File: src/rtl/regfl_alu_seq.sv
// Load-op-store sequencer that drives a 4x8 register file: reads two operands, adds/subtracts (one's complement), writes back.
// Latency: start sampled at edge 0, write-back on edge 4 with done high after edge 4; one command per 5 cycles.
// Backpressure: none queued; start is only sampled in IDLE and ignored while busy.
//
// Ports:
//   clk, rst            - system clock, asynchronous active-high reset
//   start, op           - command strobe; op 0 = a+b, 1 = a+~b (one's complement)
//   src_a, src_b, dst   - operand and destination register addresses
//   busy, done          - busy while not IDLE; done pulses one cycle after write-back
//   rf_rd_addr/rf_rd_data                - register file combinational read port
//   rf_wr_e/rf_wr_addr/rf_wr_data        - register file write port
//
// Optional build macro: REGFL_ALU_ZERO_NORM_EN
//   When defined, an all-ones result (negative zero) is written as all zeros.

module regfl_alu_seq #(
  parameter int DATA_W = 8,
  parameter int ADDR_W = 2
) (
  input  logic              clk,
  input  logic              rst,
  input  logic              start,
  input  logic              op,
  input  logic [ADDR_W-1:0] src_a,
  input  logic [ADDR_W-1:0] src_b,
  input  logic [ADDR_W-1:0] dst,
  output logic              busy,
  output logic              done,
  output logic [ADDR_W-1:0] rf_rd_addr,
  input  logic [DATA_W-1:0] rf_rd_data,
  output logic              rf_wr_e,
  output logic [ADDR_W-1:0] rf_wr_addr,
  output logic [DATA_W-1:0] rf_wr_data
);

  typedef enum logic [2:0] {
    S_IDLE = 3'd0,
    S_RD_A = 3'd1,
    S_RD_B = 3'd2,
    S_EXEC = 3'd3,
    S_WB   = 3'd4
  } state_t;

  state_t            state_q,      state_d;
  logic              op_q,         op_d;
  logic [ADDR_W-1:0] src_b_q,      src_b_d;
  logic [ADDR_W-1:0] dst_q,        dst_d;
  logic [DATA_W-1:0] opa_q,        opa_d;
  logic [DATA_W-1:0] opb_q,        opb_d;
  logic [ADDR_W-1:0] rd_addr_q,    rd_addr_d;
  logic              wr_e_q,       wr_e_d;
  logic [ADDR_W-1:0] wr_addr_q,    wr_addr_d;
  logic [DATA_W-1:0] wr_data_q,    wr_data_d;
  logic              done_q,       done_d;
  logic              busy_q,       busy_d;

  // One's-complement datapath. Subtract is a + ~b; the carry out of the
  // raw sum is folded back into bit 0 (end-around carry). Adding a single
  // carry to a sum that itself carried can never carry again, so a DATA_W
  // wide second add is sufficient.
  logic [DATA_W-1:0] b_eff;
  logic [DATA_W:0]   sum_raw;
  logic [DATA_W-1:0] sum_eac;
  logic [DATA_W-1:0] result;

  always_comb begin
    b_eff   = op_q ? ~opb_q : opb_q;
    sum_raw = {1'b0, opa_q} + {1'b0, b_eff};
    sum_eac = sum_raw[DATA_W-1:0] + {{(DATA_W-1){1'b0}}, sum_raw[DATA_W]};
`ifdef REGFL_ALU_ZERO_NORM_EN
    // Fold negative zero (all ones) onto positive zero.
    result  = (&sum_eac) ? '0 : sum_eac;
`else
    result  = sum_eac;
`endif
  end

  // Next-state logic. Every output comes straight from a flop, so the
  // register file sees glitch-free address/enable lines.
  always_comb begin
    state_d   = state_q;
    op_d      = op_q;
    src_b_d   = src_b_q;
    dst_d     = dst_q;
    opa_d     = opa_q;
    opb_d     = opb_q;
    rd_addr_d = rd_addr_q;
    wr_e_d    = 1'b0;
    wr_addr_d = wr_addr_q;
    wr_data_d = wr_data_q;
    done_d    = 1'b0;

    case (state_q)
      S_IDLE: begin
        if (start) begin
          op_d      = op;
          src_b_d   = src_b;
          dst_d     = dst;
          rd_addr_d = src_a;
          state_d   = S_RD_A;
        end
      end
      S_RD_A: begin
        // rf_rd_addr has pointed at src_a for this whole cycle.
        opa_d     = rf_rd_data;
        rd_addr_d = src_b_q;
        state_d   = S_RD_B;
      end
      S_RD_B: begin
        opb_d   = rf_rd_data;
        state_d = S_EXEC;
      end
      S_EXEC: begin
        // Both operands are captured before the write, so dst aliasing
        // a source always uses the old value.
        wr_data_d = result;
        wr_addr_d = dst_q;
        wr_e_d    = 1'b1;
        state_d   = S_WB;
      end
      S_WB: begin
        // Register file captures on the edge that ends this state.
        done_d  = 1'b1;
        state_d = S_IDLE;
      end
      default: begin
        state_d = S_IDLE;
      end
    endcase

    busy_d = (state_d != S_IDLE);
  end

  // Asynchronous reset clears rf_wr_e immediately, so an in-flight
  // command can never complete a partial write.
  always_ff @(posedge clk or posedge rst) begin
    if (rst) begin
      state_q   <= S_IDLE;
      op_q      <= 1'b0;
      src_b_q   <= '0;
      dst_q     <= '0;
      opa_q     <= '0;
      opb_q     <= '0;
      rd_addr_q <= '0;
      wr_e_q    <= 1'b0;
      wr_addr_q <= '0;
      wr_data_q <= '0;
      done_q    <= 1'b0;
      busy_q    <= 1'b0;
    end else begin
      state_q   <= state_d;
      op_q      <= op_d;
      src_b_q   <= src_b_d;
      dst_q     <= dst_d;
      opa_q     <= opa_d;
      opb_q     <= opb_d;
      rd_addr_q <= rd_addr_d;
      wr_e_q    <= wr_e_d;
      wr_addr_q <= wr_addr_d;
      wr_data_q <= wr_data_d;
      done_q    <= done_d;
      busy_q    <= busy_d;
    end
  end

  assign busy       = busy_q;
  assign done       = done_q;
  assign rf_rd_addr = rd_addr_q;
  assign rf_wr_e    = wr_e_q;
  assign rf_wr_addr = wr_addr_q;
  assign rf_wr_data = wr_data_q;

endmodule

File: config.mk
export PLATFORM = sky130hd
export DESIGN_NAME = regfl_alu_seq
export DESIGN_NICKNAME = d
export VERILOG_FILES = /design/src/rtl/regfl_alu_seq.sv
export SDC_FILE = /design/constraint.sdc
export NUM_CORES = 1
export LEC_CHECK = 0
export ABC_AREA = 1
export BUFFER_PORTS_ARGS = -buffer_cell sky130_fd_sc_hd__buf_4
export CAP_MARGIN = 20
export CORE_ASPECT_RATIO = 1.4
export CORE_MARGIN = 3
export CORE_UTILIZATION = 40
export DETAILED_ROUTE_END_ITERATION = 6
export PLACE_DENSITY = 0.71
export SKIP_LAST_GASP = 1
export SLEW_MARGIN = 20
export SYNTH_ARGS = -nofsm -noshare
export SYNTH_HDL_FRONTEND = slang
export SYNTH_SLANG_ARGS = --single-unit
File: constraint.sdc
create_clock -name clk -period 3.2 [get_ports clk]
set_input_delay 0.16 -clock clk [delete_from_list [all_inputs] [get_ports clk]]
set_output_delay 0.16 -clock clk [all_outputs]
set_load 0.05 [all_outputs]
# After elaboration in Yosys (flattened, before gate mapping)
# Index checks and enable logic that the tools add are counted.
# word_totals
register_bits,39
output_inout_bits,15
elab_cells,32
# op_classes
addsub,2
n_eq_ne,5
n_mux,7
bitwise_logic,1
n_reduce_logical,5
# ops
operator,count
3-bit one-hot mux with 4 select lines,1
8-bit by 8-bit adder with 9-bit output,1
8-bit by 1-bit adder with 8-bit output,1
8-bit 2-to-1 mux,1
8-bit inverter,1
3-bit by 2-bit == test with 1-bit output (second input constant),2
2-bit one-hot mux with 2 select lines,1
2-bit AND reduction,2
3-bit by 1-bit == test with 1-bit output (second input constant),1
3-bit == test (second input constant),1
3-bit logical NOT,1
3-bit 2-to-1 mux,1
3-bit nonzero test,1
1-bit 2-to-1 mux,2
2-bit 2-to-1 mux,1
2-bit inequality test (second input constant),1
2-bit nonzero test,1

# Longest topological paths before layout
# Gate-level depths: netlist of run 1.
# logic_depth
word_depth,4
depth_mapped,19
mapped_depth_nobuf,18

# Worst setup path before layout of run 1
# Ideal clock, no wire load.
# synth_timing
path_kind,register to register
start,register op_q
end,"register wr_data_q[7], in the netlist rf_wr_data[7]"
setup_ps,66
arrival_ps,2537
required_ps,3134
slack_ps,597
stages_incl_launch_ff,20
path_buffers,1
path_cell_list,dfrtp_1 > buf_2 > xor2_1 > ha_1 > inv_1 > fa_1 > inv_1 > nand2_1 > nand3_2 > a21oi_1 > o21bai_1 > ha_1 > nand2_1 > nor2_4 > nand3_2 > nor2_1 > nand3_1 > nand2_1 > nand3_1 > nand2_1
# synth_via
elab_chain_len,3
# synth_lines
item,line_no,rtl
"start, declared",45,"logic op_q, op_d;"
"start signal, assigned",152,op_q <= op_d;
8-bit 2-to-1 mux,67,b_eff = op_q ? ~opb_q : opb_q;
8-bit by 8-bit adder with 9-bit output,68,"sum_raw = {1'b0, opa_q} + {1'b0, b_eff};"
8-bit by 1-bit adder with 8-bit output,69,"sum_eac = sum_raw[DATA_W-1:0] + {{(DATA_W-1){1'b0}}, sum_raw[DATA_W]};"
"end signal, assigned",160,wr_data_q <= wr_data_d;
"end, declared",53,"logic [DATA_W-1:0] wr_data_q, wr_data_d;"
# No other way between the ends.
# A chain may end at the register's enable or synchronous reset.

# Final worst setup path of run 1
# Same ends and word-level chain as after synthesis.

==> results of run 1 <==
==> routing by layer <==
layer	GRT usage, %	vias to the layer above	routed length [µm]
li1	-	907	-
met1	17.4	773	1780
met2	24.7	29	2060
met3	2.91	8	137
met4	6.97	0	95
met5	0	-	0
==> metrics by stage <==
| step | instances | cell area, µm² | util (%) |
|---|---|---|---|
| after CTS | 371 | 2560 | 49.2 |
| after global placement | 362 | 2460 | 47.4 |
| final | 371 | 2560 | 49.2 |
| after floorplan | 268 | 2160 | - |
| after detailed placement | 362 | 2460 | 47.4 |
| after global routing | 371 | 2560 | 49.2 |
==> worst register-to-register path: stages, from the launching register on <==
cell	delay, ns
dfrtp_2	0.51
xor2_1	0.20
ha_1	0.20
inv_1	0.06
fa_1	0.39
inv_1	0.11
nand2_1	0.09
nand3_2	0.07
a21oi_1	0.06
o21bai_1	0.20
ha_1	0.22
nand2_1	0.10
nor2_4	0.14
nand3_2	0.10
nor2_1	0.09
nand3_1	0.09
nand2_1	0.07
nand3_1	0.06
nand2_1	0.06
==> cell type report <==
type | count | area share [%]
multi-input combinational | 183 | 39.2
sequential | 39 | 38.2
timing repair buffer | 34 | 10.1
inverter | 41 | 6.01
tap | 66 | 3.23
clock buffer | 6 | 2.84
clock inverter | 2 | 0.489
==> flip-flops by register name, summed over array words and instances, names as in the netlist, 2 cells and up <==
signal	flops
opa_q	8
opb_q	8
rf_wr_data	8
dst_q	2
rf_rd_addr	2
src_b_q	2
state_q	3
rf_wr_addr	2
==> worst max-delay path by stage <==
stage | startpoint | to | depth (start not counted) | slack (ns)
after floorplan | op_q | rf_wr_data[7] | 19 | 0.60
after global placement | op_q | rf_wr_data[7] | 18 | 0.37
after detailed placement | op_q | rf_wr_data[7] | 18 | 0.21
after CTS | op_q | rf_wr_data[7] | 18 | 0.20
after global routing | op_q | rf_wr_data[7] | 18 | 0.04
final | op_q | rf_wr_data[7] | 18 | 0.32
==> layout by cell type (no fill, tap or decap), types with 2 or more instances in the layout <==
master,Yosys,routed
nand4_1,2,2
clkbuf_8,0,5
nand2_1,84,84
ha_1,11,11
nand3_1,23,23
nand2_2,5,5
xor2_1,8,8
nor2_4,2,2
dfrtp_1,39,38
nor2_1,8,8
o21ai_0,21,21
inv_2,3,4
a21oi_1,5,5
inv_1,37,36
xnor2_1,2,2
buf_4,1,33
nand3_2,4,4
==> cells by family after synthesis <==
group / after synthesis
mux: 1
fa+ha+maj: 12
simple gates: 132
xor+xnor: 10
flops: 39
buf+inv: 46
compound gates: 28
==> repair_timing <==
action	4_1_cts	5_1_grt
hold endpoints to repair	30	0
hold buffers	1	0
gates resized for setup	0	1
endpoints found under the setup margin	0	1
==> metrics.md, run 1 <==
| Metric | Value |
|---|---|
| Status | `completed` |
| CTS Buffer Depth | `2` |
| Crit Path Class | `reg2reg` |
| Setup Viol. Count Final | `0` |
| Hold slack | `0.0711 ns` |
| Post-synth top area share | `45.2%` |
| Post-synth EDFFs | `0` |
| DP HPWL | `3.18 mm` |
| Core area | `0.00520 mm²` |
| Synth Area in Compound Gates | `6.72%` |
| Final layout net count | `334` |
| Yosys warning total | `0` |
| Multi-input logic area | `0.00100 mm²` |
| CTS root buf | `clkbuf_8` |
| Gr ovfl total | `0` |
| Most frequent cell after synthesis | `nand2_1` |
| Fraction of the mapped netlist area in simple logic gates | `27.8%` |
| DRC | `0` |
| Global-route usage over all layers | `14.7%` |
| Hold WC Path Type | `in2reg` |
| Worst Path Max Fanout | `9` |
| Worst Hold End | `src_b_q[0]` |
| Final Max Slew Viols | `0` |
| Avg Vias per Cell | `4.63` |
| Unrepaired setup endpoints after global routing | `no` |
| # rows | `31` |
| Top post-synthesis cells by area | `dfrtp_1, nand2_1, inv_1, ha_1, nand3_1` |
| Post-Synth Adder-Cell Area | `7.30%` |
| Reg2Reg Setup Slack | `0.32 ns` |
| Worst-Skew Late Latency | `0.29 ns` |
| Min-Delay Path Depth | `3` |
| Seq cells post-synth | `39` |
| Die W | `68.1 µm` |
| Worst r2r src | `op_q` |
| Final Skew | `0.00495 ns` |
| Post-synth cell types | `26` |
| Total CTS buffers | `5` |
| Sequential area share after synthesis | `45.2%` |
| Initial DRC Count | `94` |
| Largest family of logic cells by synthesized area | `simple AND/OR/NAND/NOR gates` |
| WL/cell | `11.0 µm` |
| Via count of the first global-routing pass | `1,688` |
| CP Cell Sequence | `xor2_1 -> ha_1 -> inv_1 -> fa_1 -> inv_1 -> nand2_1 -> nand3_2 -> a21oi_1 -> o21bai_1 -> ha_1 -> nand2_1 -> nor2_4 -> nand3_2 -> nor2_1 -> nand3_1 -> nand2_1 -> nand3_1 -> nand2_1` |
| Synth cell count leaders | `nand2_1, dfrtp_1, inv_1` |
| Yosys top cell by area | `dfrtp_1` |
| Critical Path Start Type | `register` |
| Max incr delay on CP | `0.51 ns` |
| Initial antenna violation count | `0` |
| Crit end category | `register` |
| Clock Pin Slew Worst Setup and Hold Paths | `0.08 ns` |
| Most used flip-flop cell after synthesis | `dfrtp_1` |
| Max Cap Viol | `0` |
| Sequential cell area | `977 µm²` |
| Die area | `0.00633 mm²` |
| First-pass DRT Iterations | `4` |
| XOR/XNOR Fraction of Synth Area | `4.06%` |
| RR Endpoint | `rf_wr_data[7]` |
| First-pass GRT wire length | `7.12 mm` |
| Crit path time final | `2.88 ns` |
| Measured slew at the worst slew-check pin | `0.980 ns` |
| Crit share post-route | `90.0%` |
| Initial core utilization | `41.6%` |
| Final WL | `4.08 mm` |
| Diode count | `0` |
| Synthesized area | `0.00216 mm²` |
| WP data arrival | `3.11 ns` |
| Cell at the slowest stage of the critical path | `dfrtp_2` |
| Pre-CTS setup slack | `0.214 ns` |
| Final setup TNS | `0 ns` |
| CTS tree | `built` |
| Critical path's most frequent cell | `nand2_1` |
| Post-CTS Setup Bufs | `0` |
| Ports | `33` |
| Setup ws final | `0.321 ns` |
| R2R depth | `18` |
| Die Y | `92.9 µm` |
| Required time worst endpoint | `3.43 ns` |
| Syn avg cell area | `8.06 µm²` |
| Post-route ant nets | `0` |
| Slew margin rel. | `34.2%` |
| Clock sinks | `39` |
| Share of cells above drive strength 1 | `19.7%` |
| Largest net degree at the start of global routing | `32` |
| Input/output buffers | `32` |
| Layout Area Growth over Synthesis | `18.5%` |
| FFs w/ async S/R, synth | `100%` |
| Max H-tree Level | `2` |
| Cells after Synth | `268` |
| CP top delay family | `simple AND/OR/NAND/NOR gates` |
| Bufs and invs on worst path | `2` |
| Fmax | `0.347 GHz` |
| Post-synthesis mux area share | `0.521%` |
| Syn Nets | `298` |
| Hold Fails Final Rpt | `0` |
| Via count | `1,717` |
| Placer Congestion | `0.825` |
| Fillers | `526` |
| Min-delay src | `src_b[0]` |
Power of run 1 is left out: the tool's default activity adds up to more than one toggle a clock period on the data nets, which glitch-free logic cannot reach.
==> run 2: changes to the inputs <==
CELL_PAD_IN_SITES_DETAIL_PLACEMENT = 0   (was unset)
CELL_PAD_IN_SITES_GLOBAL_PLACEMENT = 1   (was unset)
CORE_UTILIZATION = 42   (was 40)
PLACE_DENSITY = 0.91   (was 0.71)
==> metrics.md, run 2 (synthesis gave the netlist of run 1 again) <==
| Metric | Value |
|---|---|
| Final Skew | `0.00415 ns (-0.000805 ns)` |
| Fmax | `0.354 GHz (+1.9%)` |
| Via count | `1,715 (-0.12%)` |
| Gr ovfl total | `0 (unchanged)` |
| Via count of the first global-routing pass | `1,689 (+0.059%)` |
| Share of cells above drive strength 1 | `19.7% (unchanged)` |
| Critical path's most frequent cell | `nand2_1` |
| Initial antenna violation count | `0 (unchanged)` |
| Slew margin rel. | `41.8% (+7.6 points)` |
| Crit path time final | `2.82 ns (-0.0544 ns)` |
| Placed Area | `0.00247 mm² (+0.20%)` |
| Die area | `0.00605 mm² (-4.4%)` |
| Clock sinks | `39 (unchanged)` |
| Placer Congestion | `0.877 (+6.3%)` |
| Most frequent cells in the layout | `nand2_1, dfrtp_1, inv_1, buf_4, nand3_1` |
| First-pass DRT Iterations | `4 (unchanged)` |
| Post-route ant nets | `0 (unchanged)` |
| WL/cell | `10.9 µm (-1.0%)` |
| WP data arrival | `3.05 ns (-0.06 ns)` |
| Core Util, Final | `51.9% (+2.7 points)` |
| CP Cell Sequence | `xor2_1 -> ha_1 -> inv_1 -> fa_1 -> inv_1 -> nand2_1 -> nand3_2 -> a21oi_1 -> o21bai_1 -> ha_1 -> nand2_1 -> nor2_4 -> nand3_2 -> nor2_1 -> nand3_1 -> nand2_1 -> nand3_1 -> nand2_1` |
| Measured slew at the worst slew-check pin | `0.872 ns (-0.108 ns)` |
| Most common cell after layout, fill and taps aside | `nand2_1` |
| Ports | `33 (unchanged)` |
| Total CTS buffers | `5 (unchanged)` |
| Crit Path Class | `reg2reg` |
| Avg Vias per Cell | `4.65 (+0.42%)` |
| Cell area after layout | `0.00255 mm² (-0.20%)` |
| Clock Pin Slew Worst Setup and Hold Paths | `0.07 ns (about the same)` |
| Die Y | `90.8 µm (-2.3%)` |
| Hold WC Path Type | `in2async` |
| Hold Fails Final Rpt | `0 (unchanged)` |
| DRC | `0 (unchanged)` |
| Core area | `0.00492 mm² (-5.4%)` |
| Final setup TNS | `0 ns (unchanged)` |
| Max H-tree Level | `2 (unchanged)` |
| Die W | `66.6 µm (-2.2%)` |
| # rows | `30 (-3.2%)` |
| Largest net degree at the start of global routing | `25 (-22%)` |
| CTS root buf | `clkbuf_8` |
| CTS tree | `built` |
| CTS Buffer Depth | `2 (unchanged)` |
| Status | `completed` |
| Crit end category | `register` |
| Initial DRC Count | `51 (-46%)` |
| Setup Viol. Count Final | `0 (unchanged)` |
| Required time worst endpoint | `3.43 ns (about the same)` |
| Post-CTS Setup Bufs | `0 (unchanged)` |
| Layout Area Growth over Synthesis | `18.3%` |
| Input/output buffers | `32 (unchanged)` |
| Critical Path Start Type | `register` |
| Diode count | `0 (unchanged)` |
| Worst Path Max Fanout | `9 (unchanged)` |
| Crit share post-route | `88.3% (-1.7 points)` |
| Max incr delay on CP | `0.50 ns (about the same)` |
| Max Cap Viol | `0 (unchanged)` |
| Unrepaired setup endpoints after global routing | `no` |
| First-pass GRT wire length | `7.22 mm (+1.4%)` |
| Cell at the slowest stage of the critical path | `dfrtp_2` |
| Initial core utilization | `43.9% (+2.4 points)` |
| DP HPWL | `3.21 mm (+1.2%)` |
| Final layout net count | `334 (unchanged)` |
| Final WL | `4.01 mm (-1.5%)` |
| Global-route usage over all layers | `15.3% (+0.57 points)` |
| Final Max Slew Viols | `0 (unchanged)` |
| Worst-Skew Late Latency | `0.29 ns (about the same)` |
## run 2: changes by cell type in the layout (fill, tap and decap cells not counted), sizes merged
cell / change
buf: +1
dlygate4sd3: -1
## run 2: path summary, 6_finish.rpt
| kind | startpoint | end | slack [ns] | cells after the start |
|---|---|---|---|---|
| min | rst | rf_wr_addr[1] | 0.05 | 2 |
| min reg2reg | src_b_q[1] | src_b_q[1] | 0.47 | 2 |
| min in group clk | src_b[1] | src_b_q[1] | 0.07 | 3 |
| max | op_q | rf_wr_data[7] | 0.38 | 18 |
| max reg2reg | op_q | rf_wr_data[7] | 0.38 | 18 |
| max in group asynchronous | rst | opb_q[6] | 2.40 | 3 |
## run 2: per-stage QoR
stage | hold slack (ns) | instances | setup slack [ns]
after floorplan | 0.277 | 268 | 0.597
after global routing | 0.0620 | 369 | 0.0888
after global placement | 0.365 | 361 | 0.410
after detailed placement | 0.365 | 361 | 0.292
after CTS | 0.0584 | 369 | 0.260
final | 0.0526 | 369 | 0.376
## run 2: critical path: cells and delay by family, from the launching register on
family                     cells  cell delay, ns
and+or+nand+nor               10            0.82
xor gates and xnor gates       1            0.20
buffers and inverters          2            0.17
adders and majority gates      3            0.82
DFF                            1            0.50
AOI/OAI and AO/OA              2            0.25
## run 2: routing by layer
metal	global-route usage (%)	part of all wire (%)	up-vias
met5	0	0	-
met4	6.10	1.4	0
met3	3.49	3.5	8
met2	25.2	52	27
met1	18.8	43	774
li1	-	-	906
## run 2: repair_timing
item,4_1_cts,5_1_grt
endpoints found under the hold margin,0,0
endpoints found under the setup margin,0,1
gates resized for setup,0,1
hold buffers,0,0
## run 2: area by class of cell
| cell class | instances | area [µm²] |
|---|---|---|
| fillers | 495 | 2360 |
| well taps | 64 | 80.1 |
| repair buffers | 34 | 255 |
| clock buffers | 6 | 72.6 |
| flip-flops and latches | 39 | 977 |
| clock inverters | 2 | 12.5 |
| multi-input cells | 183 | 1000 |
| inverters | 41 | 154 |
Power of run 2 is left out for the same reason.
